==> config.mk <==
export PLATFORM = sky130hd
export DESIGN_NAME = ps2_scan_sequencer_flat
export DESIGN_NICKNAME = d
export VERILOG_FILES = /design/src/rtl/ps2_scan_sequencer_pkg.sv /design/src/rtl/ps2_scan_sequencer_if.sv /design/src/rtl/ps2_scan_sequencer_mod_tracker.sv /design/src/rtl/ps2_scan_sequencer.sv /design/src/flat_wrapper.sv
export SDC_FILE = /design/constraint.sdc
export NUM_CORES = 1
export LEC_CHECK = 0
export CAP_MARGIN = 10
export CORE_ASPECT_RATIO = 1.25
export CORE_MARGIN = 2
export CORE_UTILIZATION = 52
export CTS_CLUSTER_SIZE = 16
export DETAILED_ROUTE_END_ITERATION = 10
export MAX_ROUTING_LAYER = met4
export PLACE_DENSITY = 0.76
export SYNTH_ARGS = -nofsm -noshare
export SYNTH_HDL_FRONTEND = slang
export SYNTH_SLANG_ARGS = --single-unit
export TNS_END_PERCENT = 5
==> constraint.sdc <==
create_clock -name clk -period 2.8 [get_ports clk]
set_input_delay 0.84 -clock clk [delete_from_list [all_inputs] [get_ports clk]]
set_output_delay 0.84 -clock clk [all_outputs]
set_load 0.01 [all_outputs]
==> src/rtl/ps2_scan_sequencer_pkg.sv <==
// Scan-code constants, FSM states and key record type shared by the PS/2 sequencer.
package ps2_scan_sequencer_pkg;

  localparam int CODE_W = 8;

  localparam logic [CODE_W-1:0] SC_E0     = 8'hE0;
  localparam logic [CODE_W-1:0] SC_E1     = 8'hE1;
  localparam logic [CODE_W-1:0] SC_F0     = 8'hF0;
  localparam logic [CODE_W-1:0] SC_LSHIFT = 8'h12;
  localparam logic [CODE_W-1:0] SC_RSHIFT = 8'h59;
  localparam logic [CODE_W-1:0] SC_CTRL   = 8'h14;

  typedef enum logic [1:0] {
    S_IDLE = 2'd0,
    S_POP  = 2'd1,
    S_GAP  = 2'd2
  } state_t;

  typedef struct packed {
    logic              ext;
    logic [CODE_W-1:0] code;
  } key_t;

  localparam key_t K_LSHIFT = '{ext: 1'b0, code: SC_LSHIFT};
  localparam key_t K_RSHIFT = '{ext: 1'b0, code: SC_RSHIFT};
  localparam key_t K_LCTRL  = '{ext: 1'b0, code: SC_CTRL};
  localparam key_t K_RCTRL  = '{ext: 1'b1, code: SC_CTRL};

  function automatic logic is_prefix(input logic [CODE_W-1:0] b);
    return (b == SC_E0) || (b == SC_E1) || (b == SC_F0);
  endfunction

endpackage

==> src/rtl/ps2_scan_sequencer_if.sv <==
// FIFO-side pop handshake plus key-event output bundle of the PS/2 sequencer.
interface ps2_scan_sequencer_if #(parameter int CNT_W = 8);
  import ps2_scan_sequencer_pkg::*;

  logic              ready;
  logic [CODE_W-1:0] data;
  logic              overflow;
  logic              nextdata_n;
  logic              ev_valid;
  logic              ev_ack;
  logic [CODE_W-1:0] ev_code;
  logic              ev_ext;
  logic              ev_break;
  logic              ev_repeat;
  logic              shift_held;
  logic              ctrl_held;
  logic [CNT_W-1:0]  press_cnt;
  logic              ovf_flag;
  logic              ovf_clr;

  modport master (
    input  ready, data, overflow, ev_ack, ovf_clr,
    output nextdata_n, ev_valid, ev_code, ev_ext, ev_break, ev_repeat,
           shift_held, ctrl_held, press_cnt, ovf_flag
  );

  modport slave (
    output ready, data, overflow, ev_ack, ovf_clr,
    input  nextdata_n, ev_valid, ev_code, ev_ext, ev_break, ev_repeat,
           shift_held, ctrl_held, press_cnt, ovf_flag
  );

endinterface

==> src/rtl/ps2_scan_sequencer_mod_tracker.sv <==
// Per-key Shift/Ctrl held bits, updated on each final key event; left/right OR'd to outputs.
module ps2_mod_tracker
  import ps2_scan_sequencer_pkg::*;
(
  input  logic clk,
  input  logic clrn,
  input  logic i_upd,
  input  key_t i_key,
  input  logic i_brk,
  output logic o_shift_held,
  output logic o_ctrl_held
);

  logic r_lshift, r_rshift, r_lctrl, r_rctrl;

  always_ff @(posedge clk or negedge clrn) begin
    if (!clrn) begin
      r_lshift <= 1'b0;
      r_rshift <= 1'b0;
      r_lctrl  <= 1'b0;
      r_rctrl  <= 1'b0;
    end else if (i_upd) begin
      if (i_key == K_LSHIFT) r_lshift <= !i_brk;
      if (i_key == K_RSHIFT) r_rshift <= !i_brk;
      if (i_key == K_LCTRL)  r_lctrl  <= !i_brk;
      if (i_key == K_RCTRL)  r_rctrl  <= !i_brk;
    end
  end

  assign o_shift_held = r_lshift | r_rshift;
  assign o_ctrl_held  = r_lctrl  | r_rctrl;

endmodule

==> src/rtl/ps2_scan_sequencer.sv <==
// Drains ps2_keyboard FIFO (<=1 byte/3 clk, pop strobe 1 clk after capture) into folded key events.
// Event is held until ev_ack; while an unacked event is pending no byte is popped.
module ps2_scan_sequencer
  import ps2_scan_sequencer_pkg::*;
#(
  parameter int CNT_W      = 8,
  parameter int PAUSE_SKIP = 7
) (
  input logic                  clk,
  input logic                  clrn,
  ps2_scan_sequencer_if.master bus
);

  localparam int SKIP_W = $clog2(PAUSE_SKIP + 1);

  state_t            r_state, w_state_nxt;
  logic              w_nextdata_n;
  logic              w_take, w_skipping, w_final, w_match, w_rep;
  key_t              w_key, r_rec;
  logic              r_ext_pend, r_brk_pend, r_held;
  logic [SKIP_W-1:0] r_skip;
  logic              r_ev_valid, r_ev_ext, r_ev_break, r_ev_repeat, r_ovf;
  logic [CODE_W-1:0] r_ev_code;
  logic [CNT_W-1:0]  r_press_cnt;

  // A byte is taken only when the event slot is free or being freed this cycle.
  assign w_take     = (r_state == S_IDLE) && bus.ready && (!r_ev_valid || bus.ev_ack);
  assign w_skipping = (r_skip != '0);
  assign w_final    = w_take && !w_skipping && !is_prefix(bus.data);
  assign w_key      = '{ext: r_ext_pend, code: bus.data};
  assign w_match    = r_held && (r_rec == w_key);
  assign w_rep      = !r_brk_pend && w_match;

  always_ff @(posedge clk or negedge clrn) begin
    if (!clrn) r_state <= S_IDLE;
    else       r_state <= w_state_nxt;
  end

  always_comb begin
    w_state_nxt  = r_state;
    w_nextdata_n = 1'b1;
    unique case (r_state)
      S_IDLE: if (w_take) w_state_nxt = S_POP;
      S_POP: begin
        w_nextdata_n = 1'b0;
        w_state_nxt  = S_GAP;
      end
      S_GAP:   w_state_nxt = S_IDLE;
      default: w_state_nxt = S_IDLE;
    endcase
  end

  always_ff @(posedge clk or negedge clrn) begin
    if (!clrn) begin
      r_skip     <= '0;
      r_ext_pend <= 1'b0;
      r_brk_pend <= 1'b0;
    end else if (w_take) begin
      if (w_skipping) begin
        r_skip <= r_skip - 1'b1;
      end else if (bus.data == SC_E1) begin
        r_skip     <= SKIP_W'(PAUSE_SKIP);
        r_ext_pend <= 1'b0;
        r_brk_pend <= 1'b0;
      end else if (bus.data == SC_E0) begin
        r_ext_pend <= 1'b1;
      end else if (bus.data == SC_F0) begin
        r_brk_pend <= 1'b1;
      end else begin
        r_ext_pend <= 1'b0;
        r_brk_pend <= 1'b0;
      end
    end
  end

  always_ff @(posedge clk or negedge clrn) begin
    if (!clrn) begin
      r_ev_valid  <= 1'b0;
      r_ev_code   <= '0;
      r_ev_ext    <= 1'b0;
      r_ev_break  <= 1'b0;
      r_ev_repeat <= 1'b0;
    end else if (w_final) begin
      r_ev_valid  <= 1'b1;
      r_ev_code   <= bus.data;
      r_ev_ext    <= r_ext_pend;
      r_ev_break  <= r_brk_pend;
      r_ev_repeat <= w_rep;
    end else if (bus.ev_ack) begin
      r_ev_valid  <= 1'b0;
    end
  end

  // Only the most recent make is remembered, so typematic detection covers one key.
  always_ff @(posedge clk or negedge clrn) begin
    if (!clrn) begin
      r_rec       <= '0;
      r_held      <= 1'b0;
      r_press_cnt <= '0;
    end else if (w_final) begin
      if (r_brk_pend) begin
        if (w_match) r_held <= 1'b0;
      end else if (!w_rep) begin
        r_rec       <= w_key;
        r_held      <= 1'b1;
        r_press_cnt <= r_press_cnt + 1'b1;
      end
    end
  end

  always_ff @(posedge clk or negedge clrn) begin
    if (!clrn)             r_ovf <= 1'b0;
    else if (bus.overflow) r_ovf <= 1'b1;
    else if (bus.ovf_clr)  r_ovf <= 1'b0;
  end

  ps2_mod_tracker u_mod_tracker (
    .clk          (clk),
    .clrn         (clrn),
    .i_upd        (w_final),
    .i_key        (w_key),
    .i_brk        (r_brk_pend),
    .o_shift_held (bus.shift_held),
    .o_ctrl_held  (bus.ctrl_held)
  );

  assign bus.nextdata_n = w_nextdata_n;
  assign bus.ev_valid   = r_ev_valid;
  assign bus.ev_code    = r_ev_code;
  assign bus.ev_ext     = r_ev_ext;
  assign bus.ev_break   = r_ev_break;
  assign bus.ev_repeat  = r_ev_repeat;
  assign bus.press_cnt  = r_press_cnt;
  assign bus.ovf_flag   = r_ovf;

endmodule

==> src/flat_wrapper.sv <==
// flat-port wrapper written by rule: the top's interface ports become plain ports
module ps2_scan_sequencer_flat import ps2_scan_sequencer_pkg::*;
#(
  parameter int CNT_W      = 8,
  parameter int PAUSE_SKIP = 7
)
  (clk, clrn, bus_ready, bus_data, bus_overflow, bus_ev_ack, bus_ovf_clr, bus_nextdata_n, bus_ev_valid, bus_ev_code, bus_ev_ext, bus_ev_break, bus_ev_repeat, bus_shift_held, bus_ctrl_held, bus_press_cnt, bus_ovf_flag);
  ps2_scan_sequencer_if #(.CNT_W(CNT_W)) bus_i ();
  input logic clk;
  input logic clrn;
  input wire logic [$bits(bus_i.ready)-1:0] bus_ready;
  input wire logic [$bits(bus_i.data)-1:0] bus_data;
  input wire logic [$bits(bus_i.overflow)-1:0] bus_overflow;
  input wire logic [$bits(bus_i.ev_ack)-1:0] bus_ev_ack;
  input wire logic [$bits(bus_i.ovf_clr)-1:0] bus_ovf_clr;
  output wire logic [$bits(bus_i.nextdata_n)-1:0] bus_nextdata_n;
  output wire logic [$bits(bus_i.ev_valid)-1:0] bus_ev_valid;
  output wire logic [$bits(bus_i.ev_code)-1:0] bus_ev_code;
  output wire logic [$bits(bus_i.ev_ext)-1:0] bus_ev_ext;
  output wire logic [$bits(bus_i.ev_break)-1:0] bus_ev_break;
  output wire logic [$bits(bus_i.ev_repeat)-1:0] bus_ev_repeat;
  output wire logic [$bits(bus_i.shift_held)-1:0] bus_shift_held;
  output wire logic [$bits(bus_i.ctrl_held)-1:0] bus_ctrl_held;
  output wire logic [$bits(bus_i.press_cnt)-1:0] bus_press_cnt;
  output wire logic [$bits(bus_i.ovf_flag)-1:0] bus_ovf_flag;
  assign bus_i.ready = bus_ready;
  assign bus_i.data = bus_data;
  assign bus_i.overflow = bus_overflow;
  assign bus_i.ev_ack = bus_ev_ack;
  assign bus_i.ovf_clr = bus_ovf_clr;
  assign bus_nextdata_n = bus_i.nextdata_n;
  assign bus_ev_valid = bus_i.ev_valid;
  assign bus_ev_code = bus_i.ev_code;
  assign bus_ev_ext = bus_i.ev_ext;
  assign bus_ev_break = bus_i.ev_break;
  assign bus_ev_repeat = bus_i.ev_repeat;
  assign bus_shift_held = bus_i.shift_held;
  assign bus_ctrl_held = bus_i.ctrl_held;
  assign bus_press_cnt = bus_i.press_cnt;
  assign bus_ovf_flag = bus_i.ovf_flag;
  ps2_scan_sequencer #(.CNT_W(CNT_W), .PAUSE_SKIP(PAUSE_SKIP)) u_core (.clk(clk), .clrn(clrn), .bus(bus_i));
endmodule
==> flow_results.org <==
** Clock tree
- The H-tree was split into 2 levels.
- TritonCTS built the clock tree.
- Number of buffers on the longest clock path :: 2
- CTS Buf Count :: 5
- The clock reaches the later pin of the worst-skew pair after 290 ps.
- Root Driver :: sky130_fd_sc_hd__clkbuf_8
- Number of buffers inserted for hold repair after clock tree synthesis :: 0
- Number of clock sinks seen by CTS :: 42
- Clock-pin slew was measured on the worst setup and hold paths at 70 ps.

** Critical path
- The worst register-to-register path begins at u_core.r_rec[2].
- Of all nets on the critical path, the largest fanout is 5.
- Delay of the slowest cell on the worst path :: 460 ps
- By startpoint and endpoint, the worst setup path is classified as in -> reg.
- CP max-delay cell :: sky130_fd_sc_hd__clkdlybuf4s50_1
- In this run the register-to-register setup slack is 570 ps.
- In this run the critical register-to-register path is captured at u_core.r_rec[7].
- Required time reported for the critical path endpoint :: 2980 ps
- Traced cell by cell, the critical path runs through clkdlybuf4s50_1 > xnor2_1 > nand4_1 > ha_2 > nand4bb_1 > nor4b_4 > nand2_2 > clkbuf_16 > mux2_2.
- Setup crit end kind :: flop
- The most critical setup path has its startpoint at bus_data[4].
- Measured in cells, the most critical reg-to-reg path has a length of 9.
- Data arrives at the worst endpoint at 2840 ps.
- Setup crit start kind :: primary input

** STA
- Actual slew at the worst max-slew pin :: 902.3 ps
- Final Max Slew Viols :: 0
- Setup repair after global routing left no endpoint under its margin.
- Setup violations remaining at the end of the flow were counted as 0.
- For this run, the top clock speed supported by timing is 375.7 MHz.
- The routed design could run at a clock period as short as 2662 ps.
- Final clock skew :: 3.074 ps
- Post-route worst hold slack :: 479.6 ps
- In the finished design, the share of the clock period the worst path needs comes to 0.9506.
- The worst pin sits at a relative slew slack of 0.3985.
- Final hold violation count :: 0

** Synth
- Sequential share of the synthesized area :: 0.5063
- Avg Synthesized Cell Area :: 12.50 um^2
- Dominant cells by area after synthesis :: sky130_fd_sc_hd__dfrtp_1 51%, sky130_fd_sc_hd__mux2_2 9.2%, sky130_fd_sc_hd__mux2_4 6.5%, sky130_fd_sc_hd__xnor2_1 3.4%, sky130_fd_sc_hd__xor2_1 3.4%
- Combined area of all synthesized cells :: 2076 um^2
- In this run, synthesis produced a sequential element count of 42.
- The number of nets in the synthesized netlist is 185.
- Total of warnings raised by yosys :: 0
- The biggest area contributor in the post-synthesis netlist is sky130_fd_sc_hd__dfrtp_1.
- Top cell type's share of synthesized area :: 0.5063
- Yosys instantiated no cell more often than sky130_fd_sc_hd__dfrtp_1.
- Sorting the synthesized cells by how often they occur yields 42 x sky130_fd_sc_hd__dfrtp_1, 17 x sky130_fd_sc_hd__mux2_2, 9 x sky130_fd_sc_hd__mux2_4.
- Primary FF master, synth :: sky130_fd_sc_hd__dfrtp_1
- Number of synthesized flops with an enable pin :: 0
- After technology mapping, the gate count stands at 166.
- Synthesis instantiated 40 different standard cells from the library.
- In the synthesized netlist the async set-or-reset flop fraction comes to 1.000.

** Detailed routing
- Number of antenna-violating nets in the routed design :: 0
- The routed design has 4.412 mm of wire.
- Drt via density :: 5.345
- The routed layout has 1486 vias.
- Number of remaining DRC errors :: 0
- Initial drt markers :: 54
- Before antenna repair, the detailed router went through 4 iterations.
- After detailed routing, the average wire length per cell comes to 15.87 um.

** Min path
- Along the worst hold path, the cell count comes to 1.
- The worst hold path belongs to the class reg -> reg.
- Hold_sp :: u_core.bus.ovf_flag
- The path with the worst hold slack has its endpoint at u_core.bus.ovf_flag.

** Layout
- Non-filler cells, final :: 278
- Nets@finish :: 242
- Antenna cell count :: 0
- Fraction of layout cells with a size suffix above 1 :: 0.2902
- Area delta synth->final :: 35.44%
- Core Util, Final :: 0.7367

** Floorplan
- Chip Width :: 60.51 um
- Number of ports placed on the die boundary :: 38
- The floorplan step defined a die boundary enclosing 4516 um^2.
- The floorplan has 25 rows.
- The initial utilization of the core area, before any placement, comes to 0.5439.
- DIE HEIGHT :: 74.64 um
- The total area inside the core boundary comes to 3816 um^2.

** Power
- Part of the total power dissipated in combinational logic :: 0.357
- Of the total power, the clock network draws 0.212.
- Largest vdd supply drop :: 589.9 uV
- Static leakage :: 0.001362 uW
- In this run the power spent charging and discharging nets is 660.9 uW.
- Switching fraction of total power :: 0.3009
- Pwr Density :: 781.4 nW/um^2
- The share of total power dissipated in sequential elements is 0.431.
- Int Power :: 1536 uW

** Place
- The HPWL after detailed placement is 3.241 mm.
- In this run, placement finished with an instance count of 268.
- Port buffering added 37 buffers.
- Routability congestion estimate from global placement :: 0.8820

** Global routing
- Entering global routing, the biggest net connects 43 pins.
- First-pass GRT wire length :: 6.969 mm
- Across every metal layer, demand over resource in global routing totals 0.2156.
- Number of global-route vias before repair :: 1542
- Number of antenna violations at the first check in global routing :: 0
- Global route total overflow :: 0

** Status
- The flow ran to the end, and the final reports show no timing, DRC or antenna violations.

** Run
- The tool flagged a number of max-cap violations equal to 0.
==> kinds of logic after synthesis <==
kind of cell	share of synthesized area
simple gates	0.1766
mux	0.1621
buf+inv	0.03195
fa+ha+maj	0.03014
flops	0.5063
compound gates	0.02532
xor+xnor	0.06751
==> repair_timing <==
action                     in CTS  in global routing
pin swaps                       0                  7
buffers inserted                0                  1
hold endpoints to repair        0                  0
setup endpoints to repair      10                 10
gates cloned                    0                  1
gates resized for setup         1                 10
==> flip-flops by register name, summed over array words and instances (netlist names) <==
name / count
u_core.r_held: 1
u_core.bus.press_cnt: 8
u_core.r_rec: 9
u_core.bus.ev_valid: 1
u_core.r_state: 2
u_core.u_mod_tracker.r_lctrl: 1
u_core.bus.ev_repeat: 1
u_core.bus.ovf_flag: 1
u_core.r_skip: 3
u_core.bus.ev_break: 1
u_core.bus.ev_code: 8
u_core.r_brk_pend: 1
u_core.r_ext_pend: 1
u_core.u_mod_tracker.r_rctrl: 1
u_core.u_mod_tracker.r_lshift: 1
u_core.bus.ev_ext: 1
u_core.u_mod_tracker.r_rshift: 1
==> placed cells by master, fill, tap and decap left out, drive strengths merged <==
cell type       n
nor4bb          1
or3b            2
dlymetal6s2s    7
a21o            1
nor3b           3
nand4bb         1
nor4            5
clkbuf          8
mux2i           1
nand3           4
nand2           6
and4            1
or4bb           2
bufinv          1
nand3b          1
or2             3
inv             7
ha              5
clkdlybuf4s50  29
and2            2
nor4b           1
a21oi           3
buf            21
o21a            1
xnor2           8
nand4           8
nor2b           3
mux2           26
dfrtp          42
xor2            8
or2b            1
nor2            3
a31oi           2
and3            2
nand4b          1
o21ai           2
nand2b          2
==> critical path, delay by kind of cell <==
kind                     cells  cell delay [ps]
AND/OR/NAND/NOR              4              760
buffers and inverters        2              640
multiplexers                 1              260
adder cells (fa/ha/maj)      1              180
XOR/XNOR                     1              160
==> power groups by stage <==
stage,logic [uW],clock network (uW),registers (uW)
2_1_floorplan,418,0,954
3_3_place_gp,740,0,937
3_5_place_dp,776,0,953
4_1_cts,785,470,945
5_1_grt,857,490,971
6_report,785,465,947
==> worst max-delay path by stage <==
stage                                    endpoint
after floorplan                   u_core.r_rec[0]
after global placement            u_core.r_rec[7]
after detailed placement  u_core.bus.press_cnt[1]
after CTS                         u_core.r_rec[3]
after global routing              u_core.r_rec[2]
final                             u_core.r_rec[7]
==> stage by stage <==
stage	setup slack (ps)	area (um^2)	power [uW]	setup TNS, ps
6_report	138.3	2811	2197	0
5_1_grt	18.90	2811	2318	0
4_1_cts	1.206	2749	2200	0
3_3_place_gp	-276.5	2636	1677	-3507
2_1_floorplan	80.30	2076	1372	0
3_5_place_dp	-364.1	2636	1729	-5412
==> cell type report <==
| type | count | area [um^2] |
|---|---|---|
| sequential | 42 | 1051 |
| fill | 279 | 1005 |
| multi-input combinational | 109 | 977.2 |
| timing repair buffer | 58 | 583.1 |
| clock buffer | 7 | 76.32 |
| tap | 54 | 67.56 |
| clock inverter | 1 | 30.03 |
| inverter | 7 | 26.28 |
==> metal layers <==
layer  routed length [um]  global-route usage  part of all wire
met4                   78             0.07729             0.018
met5                    0                   -                 0
met1                 1855              0.2610              0.42
met2                 2320              0.3587              0.53
met3                  157             0.04124             0.036
Power figures use the tool's default switching activity.
